### src/rtl/fft_8p_stream_ctrl.sv
// Streaming sequencer for the 8-point FFT core: serial load, hold for core latency,
// capture into an output bank, serial drain y0..y7. Load and drain overlap (double-buffered).
module fft_8p_stream_ctrl #(
  parameter int WIDTH       = 32,
  parameter int Q_LENGTH    = 16,
  parameter int FFT_LATENCY = 1
) (
  input  logic                 clk,
  input  logic                 reset,
  input  logic                 in_valid,
  output logic                 in_ready,
  input  logic [WIDTH-1:0]     in_real,
  input  logic [WIDTH-1:0]     in_img,
  output logic                 out_valid,
  input  logic                 out_ready,
  output logic [WIDTH-1:0]     out_real,
  output logic [WIDTH-1:0]     out_img,
  output logic                 out_last,
  output logic [8*WIDTH-1:0]   fft_x_real,
  output logic [8*WIDTH-1:0]   fft_x_img,
  input  logic [8*WIDTH-1:0]   fft_y_real,
  input  logic [8*WIDTH-1:0]   fft_y_img,
  output logic [15:0]          frame_cnt
);

  typedef enum logic {LOAD = 1'b0, HOLD = 1'b1} in_state_t;
  typedef enum logic {EMPTY = 1'b0, DRAIN = 1'b1} out_state_t;

  localparam logic [2:0] LAT_C = 3'(FFT_LATENCY);

  if (Q_LENGTH >= WIDTH || FFT_LATENCY < 1 || FFT_LATENCY > 7) begin : g_param_check
    $error("fft_8p_stream_ctrl: unsupported parameter set");
  end

  in_state_t        in_state_r;
  out_state_t       out_state_r;
  logic [2:0]       in_idx_r;
  logic [2:0]       out_idx_r;
  logic [2:0]       lat_cnt_r;
  logic [WIDTH-1:0] xr_r [8];
  logic [WIDTH-1:0] xi_r [8];
  logic [WIDTH-1:0] yr_r [8];
  logic [WIDTH-1:0] yi_r [8];
  logic             in_ready_r;
  logic             out_valid_r;
  logic             out_last_r;
  logic [WIDTH-1:0] out_real_r;
  logic [WIDTH-1:0] out_img_r;
  logic [15:0]      frame_cnt_r;

  logic             capture_s;
  logic             in_fire_s;
  logic             out_fire_s;
  logic [2:0]       out_idx_nxt_s;

  // Handshake decode, capture condition and parallel core-input packing.
  always_comb begin
    capture_s     = (in_state_r == HOLD) && (lat_cnt_r == LAT_C) && (out_state_r == EMPTY);
    in_fire_s     = in_valid && in_ready_r;
    out_fire_s    = out_valid_r && out_ready;
    out_idx_nxt_s = out_idx_r + 3'd1;
    fft_x_real    = '0;
    fft_x_img     = '0;
    for (int k = 0; k < 8; k++) begin
      fft_x_real[k*WIDTH +: WIDTH] = xr_r[k];
      fft_x_img[k*WIDTH +: WIDTH]  = xi_r[k];
    end
  end

  // Input FSM: collect eight samples, then freeze the bank until the core result is captured.
  always_ff @(posedge clk) begin
    if (reset) begin
      in_state_r <= LOAD;
      in_idx_r   <= 3'd0;
      lat_cnt_r  <= 3'd0;
      in_ready_r <= 1'b1;
      for (int k = 0; k < 8; k++) begin
        xr_r[k] <= '0;
        xi_r[k] <= '0;
      end
    end else begin
      case (in_state_r)
        LOAD: begin
          if (in_fire_s) begin
            xr_r[in_idx_r] <= in_real;
            xi_r[in_idx_r] <= in_img;
            if (in_idx_r == 3'd7) begin
              in_state_r <= HOLD;
              in_idx_r   <= 3'd0;
              lat_cnt_r  <= 3'd0;
              in_ready_r <= 1'b0;
            end else begin
              in_idx_r <= in_idx_r + 3'd1;
            end
          end
        end
        HOLD: begin
          if (capture_s) begin
            in_state_r <= LOAD;
            in_ready_r <= 1'b1;
          end else if (lat_cnt_r != LAT_C) begin
            lat_cnt_r <= lat_cnt_r + 3'd1;
          end
        end
        default: begin
          in_state_r <= LOAD;
          in_idx_r   <= 3'd0;
          in_ready_r <= 1'b1;
        end
      endcase
    end
  end

  // Output FSM: capture the core result into the output bank and drain it in natural order.
  always_ff @(posedge clk) begin
    if (reset) begin
      out_state_r <= EMPTY;
      out_idx_r   <= 3'd0;
      out_valid_r <= 1'b0;
      out_last_r  <= 1'b0;
      out_real_r  <= '0;
      out_img_r   <= '0;
      frame_cnt_r <= 16'd0;
      for (int k = 0; k < 8; k++) begin
        yr_r[k] <= '0;
        yi_r[k] <= '0;
      end
    end else begin
      case (out_state_r)
        EMPTY: begin
          if (capture_s) begin
            for (int k = 0; k < 8; k++) begin
              yr_r[k] <= fft_y_real[k*WIDTH +: WIDTH];
              yi_r[k] <= fft_y_img[k*WIDTH +: WIDTH];
            end
            out_state_r <= DRAIN;
            out_idx_r   <= 3'd0;
            out_valid_r <= 1'b1;
            out_last_r  <= 1'b0;
            out_real_r  <= fft_y_real[WIDTH-1:0];
            out_img_r   <= fft_y_img[WIDTH-1:0];
          end
        end
        DRAIN: begin
          if (out_fire_s) begin
            if (out_idx_r == 3'd7) begin
              out_state_r <= EMPTY;
              out_idx_r   <= 3'd0;
              out_valid_r <= 1'b0;
              out_last_r  <= 1'b0;
              frame_cnt_r <= frame_cnt_r + 16'd1;
            end else begin
              out_idx_r  <= out_idx_nxt_s;
              out_real_r <= yr_r[out_idx_nxt_s];
              out_img_r  <= yi_r[out_idx_nxt_s];
              out_last_r <= (out_idx_nxt_s == 3'd7);
            end
          end
        end
        default: begin
          out_state_r <= EMPTY;
          out_valid_r <= 1'b0;
          out_last_r  <= 1'b0;
        end
      endcase
    end
  end

  assign in_ready  = in_ready_r;
  assign out_valid = out_valid_r;
  assign out_last  = out_last_r;
  assign out_real  = out_real_r;
  assign out_img   = out_img_r;
  assign frame_cnt = frame_cnt_r;

endmodule

### config.mk
export PLATFORM = sky130hd
export DESIGN_NAME = fft_8p_stream_ctrl
export DESIGN_NICKNAME = d
export VERILOG_FILES = /design/src/rtl/fft_8p_stream_ctrl.sv
export SDC_FILE = /design/constraint.sdc
export NUM_CORES = 2
export LEC_CHECK = 0
export CAP_MARGIN = 20
export CORE_AREA = 8 8 456 458
export DETAILED_ROUTE_END_ITERATION = 7
export DIE_AREA = 0 0 464 466
export GPL_ROUTABILITY_DRIVEN = 0
export SLEW_MARGIN = 30
export SYNTH_ARGS = -nofsm -noshare
export SYNTH_HDL_FRONTEND = slang
export SYNTH_SLANG_ARGS = --single-unit
### constraint.sdc
create_clock -name clk -period 10.45 [get_ports clk]
set_input_delay 1.5675 -clock clk [delete_from_list [all_inputs] [get_ports clk]]
set_output_delay 1.5675 -clock clk [all_outputs]
set_load 0.02 [all_outputs]
* Word level (Yosys, flattened, before mapping)
Memories as Yosys holds them, arrays and structs flattened. Cells that the tools add are included.
Word-level totals: flip-flop bits (word level) 94, bits in writable memories 1024, input port bits 580, memories 4
Cells by class: add/sub/neg operators 4, eq/ne operators 14, muxes and demuxes 68, bitwise operators 18, reduce and logical (&&, ||, !) cells 13
Memories:
- xi_r | words 8, bits a word 32, rd ports 8, clocked after memory_dff 0, wr ports 8, RTL line 41 | logic [WIDTH-1:0] xi_r [8];
- xr_r | words 8, bits a word 32, rd ports 8, clocked after memory_dff 0, wr ports 8, RTL line 40 | logic [WIDTH-1:0] xr_r [8];
- yi_r | words 8, bits a word 32, rd ports 1, clocked after memory_dff 0, wr ports 8, RTL line 43 | logic [WIDTH-1:0] yi_r [8];
- yr_r | words 8, bits a word 32, rd ports 1, clocked after memory_dff 0, wr ports 8, RTL line 42 | logic [WIDTH-1:0] yr_r [8];
Operators by type and width (count):
- 2-to-1 mux 32 bit | 24
- case mux 32 bit (2 select lines) | 2
- OR reduction 32 bit | 2
- 2-to-1 mux 3 bit | 10
- 2-to-1 mux 1 bit | 25
- adder 16 x 1 -> 16 bit (second input constant) | 1
- bitwise OR 1 bit | 16
- case mux 3 bit (2 select lines) | 2
- AND reduction 3 bit | 4
- inequality test 2 bit (second input constant) | 5
- case mux 1 bit (2 select lines) | 5
- adder 3 x 1 -> 3 bit (second input constant) | 3
- == test 3 bit (second input constant) | 3
- inequality test 2 x 1 -> 1 bit (second input constant) | 4
- logical AND 1 bit | 4
- AND reduction 2 bit | 2
- AND reduction 4 bit | 1
- == test 3 x 1 -> 1 bit (second input constant) | 1
- inequality test 3 x 1 -> 1 bit (second input constant) | 1
- NOT 1 bit | 2

* Logic depth before layout (Yosys ltp)
depth after elaboration 8, depth in mapped cells 9, mapped depth without buffers 6

* Worst setup path after synthesis
No wires, ideal clock.
path type input -> register, start point in reset, end point mem yi_r[0][0], enable pin, library setup time 668 ps, data arrival time 7914 ps, path slack 1869 ps, cell stages on the path 2, buffers on the path 1, cells stage by stage clkbuf_1 > or2_2
RTL lines:
- from (decl) | RTL line 9 | input logic reset,
- to (decl) | RTL line 43

* Final worst setup path
start point reg lat_cnt_r[0], end point reg out_img_r[7], in the netlist out_img[7]
On the way: cells in the longest elaborated chain, start to end 5
RTL lines:
- from (decl) | RTL line 39 | logic [2:0] lat_cnt_r;
- from (signal assigned) | RTL line 102 | lat_cnt_r <= lat_cnt_r + 3'd1;
- == test 3 x 1 -> 1 bit | RTL line 58 | capture_s = (in_state_r == HOLD) && (lat_cnt_r == LAT_C) && (out_state_r == EMPTY);
- logical AND 1 bit (2 in a row) | RTL line 58
- inequality test 2 bit (no source line)
- AND reduction 3 bit (no source line)
- to (signal assigned) | RTL line 141 | out_img_r <= fft_y_img[WIDTH-1:0];
- to (signal assigned) | RTL line 155 | out_img_r <= yi_r[out_idx_nxt_s];
- to (decl) | RTL line 48 | logic [WIDTH-1:0] out_img_r;
Every way passes these cells. A chain may end at the register's enable or synchronous reset.

==> metrics.cfg <==
[run]
drv_cap=0

[critical_path]
critPathMaxFanout=88
critPathMaxStageDelay_ns=0.82
arrival_ns=5.10
critPathRequiredTime_ns=11.11
cp_cell_sequence=ha_1, and4bb_4, buf_4, buf_4, buf_4, and3_1, a31oi_1, o21ai_0
crit_cells=8
path_buf_inv=3
start_kind=flop
cp_common_cell=buf_4
cpLargestDelayFamily=buffers and inverters
critical_path_class=reg2reg
worstRegToRegCells=8
crit_path_top_delay_cell=and4bb_4
end_kind=flop

[synth]
synth-edff-count=1024
synth_flop_cell=edfxtp_1
synth_nets=3415
synthTopCellsByArea=edfxtp_1 (68%), and2_1 (7.1%), mux4_2 (6.4%), and3_1 (5.3%), dfxtp_1 (4.2%)
yosysTopAreaCell=edfxtp_1
synth_cells=2827
avgSynthCellArea_um2=16.0
ys_types=49
synth_area_mm2=0.0452
yosysSeqAreaShare=0.722
yosysWarnings=0
synth_top_area_frac=0.680
ys_seq_elements=1118
synth_async_sr_flop_share=0

[placement]
dp_slack_ns=5.12
hpwl_um=131000
portBuffers=1174

[routing]
drtIter0Drc=2822
firstDrtPassIters=5
drcViolationCount=0
ant_nets=0
wire_per_inst_um=26.9
via_per_inst=4.40
vias=29700
wl_um=182000

[timing]
hold_violations=0
skew_ns=0.0609
slew_headroom=0.212
finalSetupViolations=0
final-max-slew-violation-count=0
rsz0062_at_grt=no
holdWs_ns=0.474
fin_crit_sh=0.424
final.min_clock_period_ns=4.44
layout_setup_ws_ns=6.01
fmax_mhz=225
tightest_slew_ns=1.18
fin_setup_tns_ns=0

[final_layout]
area_delta_synth_final_pct=41.5
multi_input_area_mm2=0.0117
drive_gt1_frac=0.0929
layout.area.seq_mm2=0.0326
final_common_cell=clkdlybuf4s50_1
fin_nets=4540
final_cell_mix=clkdlybuf4s50_1 (1172), edfxtp_1 (1024), and2_1 (512), and3_1 (385), nor2b_1 (129)
num-fill-cells=19800

[die]
dieHeight_um=466
ios=1175
dieArea_mm2=0.216
fp.dieW_um=464
start_util=0.225
num_rows=165
core_mm2=0.201

[clock_network]
ctsResizeCount=0
clock_path_buffers=3
root_buffer=clkbuf_16
cts_setup_buffers=0
clkTransAtPathRegs_ns=0.06
htree_levels=3
cts_buffers=121
cts_tree=built
hold_buffers=0
clock_sinks=1118
insertion_delay_ns=0.79

[pwr]
power.leakage_uw=0.0238
power_density_mw_per_mm2=160
vdd.ir_drop.worst_mv=0.136

[global_route]
grt_pass1_wl_um=249000
track_usage=0.160
grt.overflow.total=0
antenna_found_initial=29
grt_start_max_net_pins=227
grt_pass1_vias=30800

[status]
status=finished clean

[min_path]
min_path_type=reg2reg
whs_path_depth=2

cell type report:
type,instances,area share
sequential,1118,0.510
timing repair buffer,1218,0.191
multi-input combinational,1487,0.184
tap,2672,0.0523
clock buffer,166,0.0517
clock inverter,62,0.00996
antenna,33,0.00129
inverter,6,0.000469
routing by layer:
metal  vias up  GRT usage  wire length (um)
li1      12900          -                 -
met1     15300      0.170             63600
met2      1303      0.282             92100
met3       209     0.0759             21200
met4        18     0.0460              4850
met5         -          0               109
registers in the layout (all words and copies together) (netlist names):
name / count
out_img: 32
out_idx_r: 3
in_ready: 1
yi_r: 256
frame_cnt: 16
out_real: 32
out_state_r: 1
in_state_r: 1
yr_r: 256
xr_r: 256
out_valid: 1
in_idx_r: 3
xi_r: 256
out_last: 1
lat_cnt_r: 3
path summary, 6_finish.rpt:
path	endpoint	startpoint	slack, ns
hold / removal	out_last	out_last	0.47
hold reg to reg	out_last	out_last	0.47
setup reg to reg	out_img[7]	lat_cnt_r[0]	6.01
setup / recovery	out_img[7]	lat_cnt_r[0]	6.01
where the power goes:
part	switching, uW	leakage (uW)	total [uW]	internal (uW)
logic	459	0.0106	855	396
registers	57.2	0.0113	5120	5060
clock network	1870	0.00191	4270	2400
total	2390	0.0238	10200	7850
cells by family (layout without fill, tap and decap cells):
kind of cell,after synthesis,after routing,synth area share
DFF,1118,1118,0.722
xor gates and xnor gates,10,10,0.00194
and+or+nand+nor,1114,1114,0.154
adders and majority gates,8,8,0.00221
AOI/OAI and AO/OA,162,162,0.0201
buffers and inverters,222,1452,0.0214
muxes,193,193,0.0782
other,0,33,0
metrics by stage:
stage	instance area (um^2)	utilization	std cells	total power (uW)
final	64000	0.318	6762	10200
after CTS	63800	0.318	6727	10300
after detailed placement	59900	0.298	6499	6070
after global placement	59800	0.298	6496	6060
after global routing	63900	0.318	6745	10500
after floorplan	45200	-	2827	5510
worst min-delay path: stages (launching register included):
cell	delay [ns]
dfxtp_1	0.32
nand2_1	0.05
a21oi_1	0.05
synth_stat cells (2+ instances only):
master and count:
nor2_1 19, inv_1 6, nand2b_1 4, nor2_4 6, nor3_1 5, edfxtp_1 1024
nand4b_1 2, a31oi_1 67, nand4_1 3, nand3_1 7, buf_4 10, clkbuf_1 149
nor3_2 2, and3_1 385, buf_6 6, dfxtp_1 94, or2_2 4, or4_1 2
or3_1 3, and2_1 512, xnor2_1 9, buf_2 21, nand2_1 14, o31ai_1 2
mux4_2 128, a21oi_1 17, nor2b_1 129, mux2i_1 65, nor3b_1 2, ha_1 8
nor4_1 3, buf_1 11, clkbuf_2 19, o21ai_0 74
Note: power is estimated with default switching activity, not from simulation.
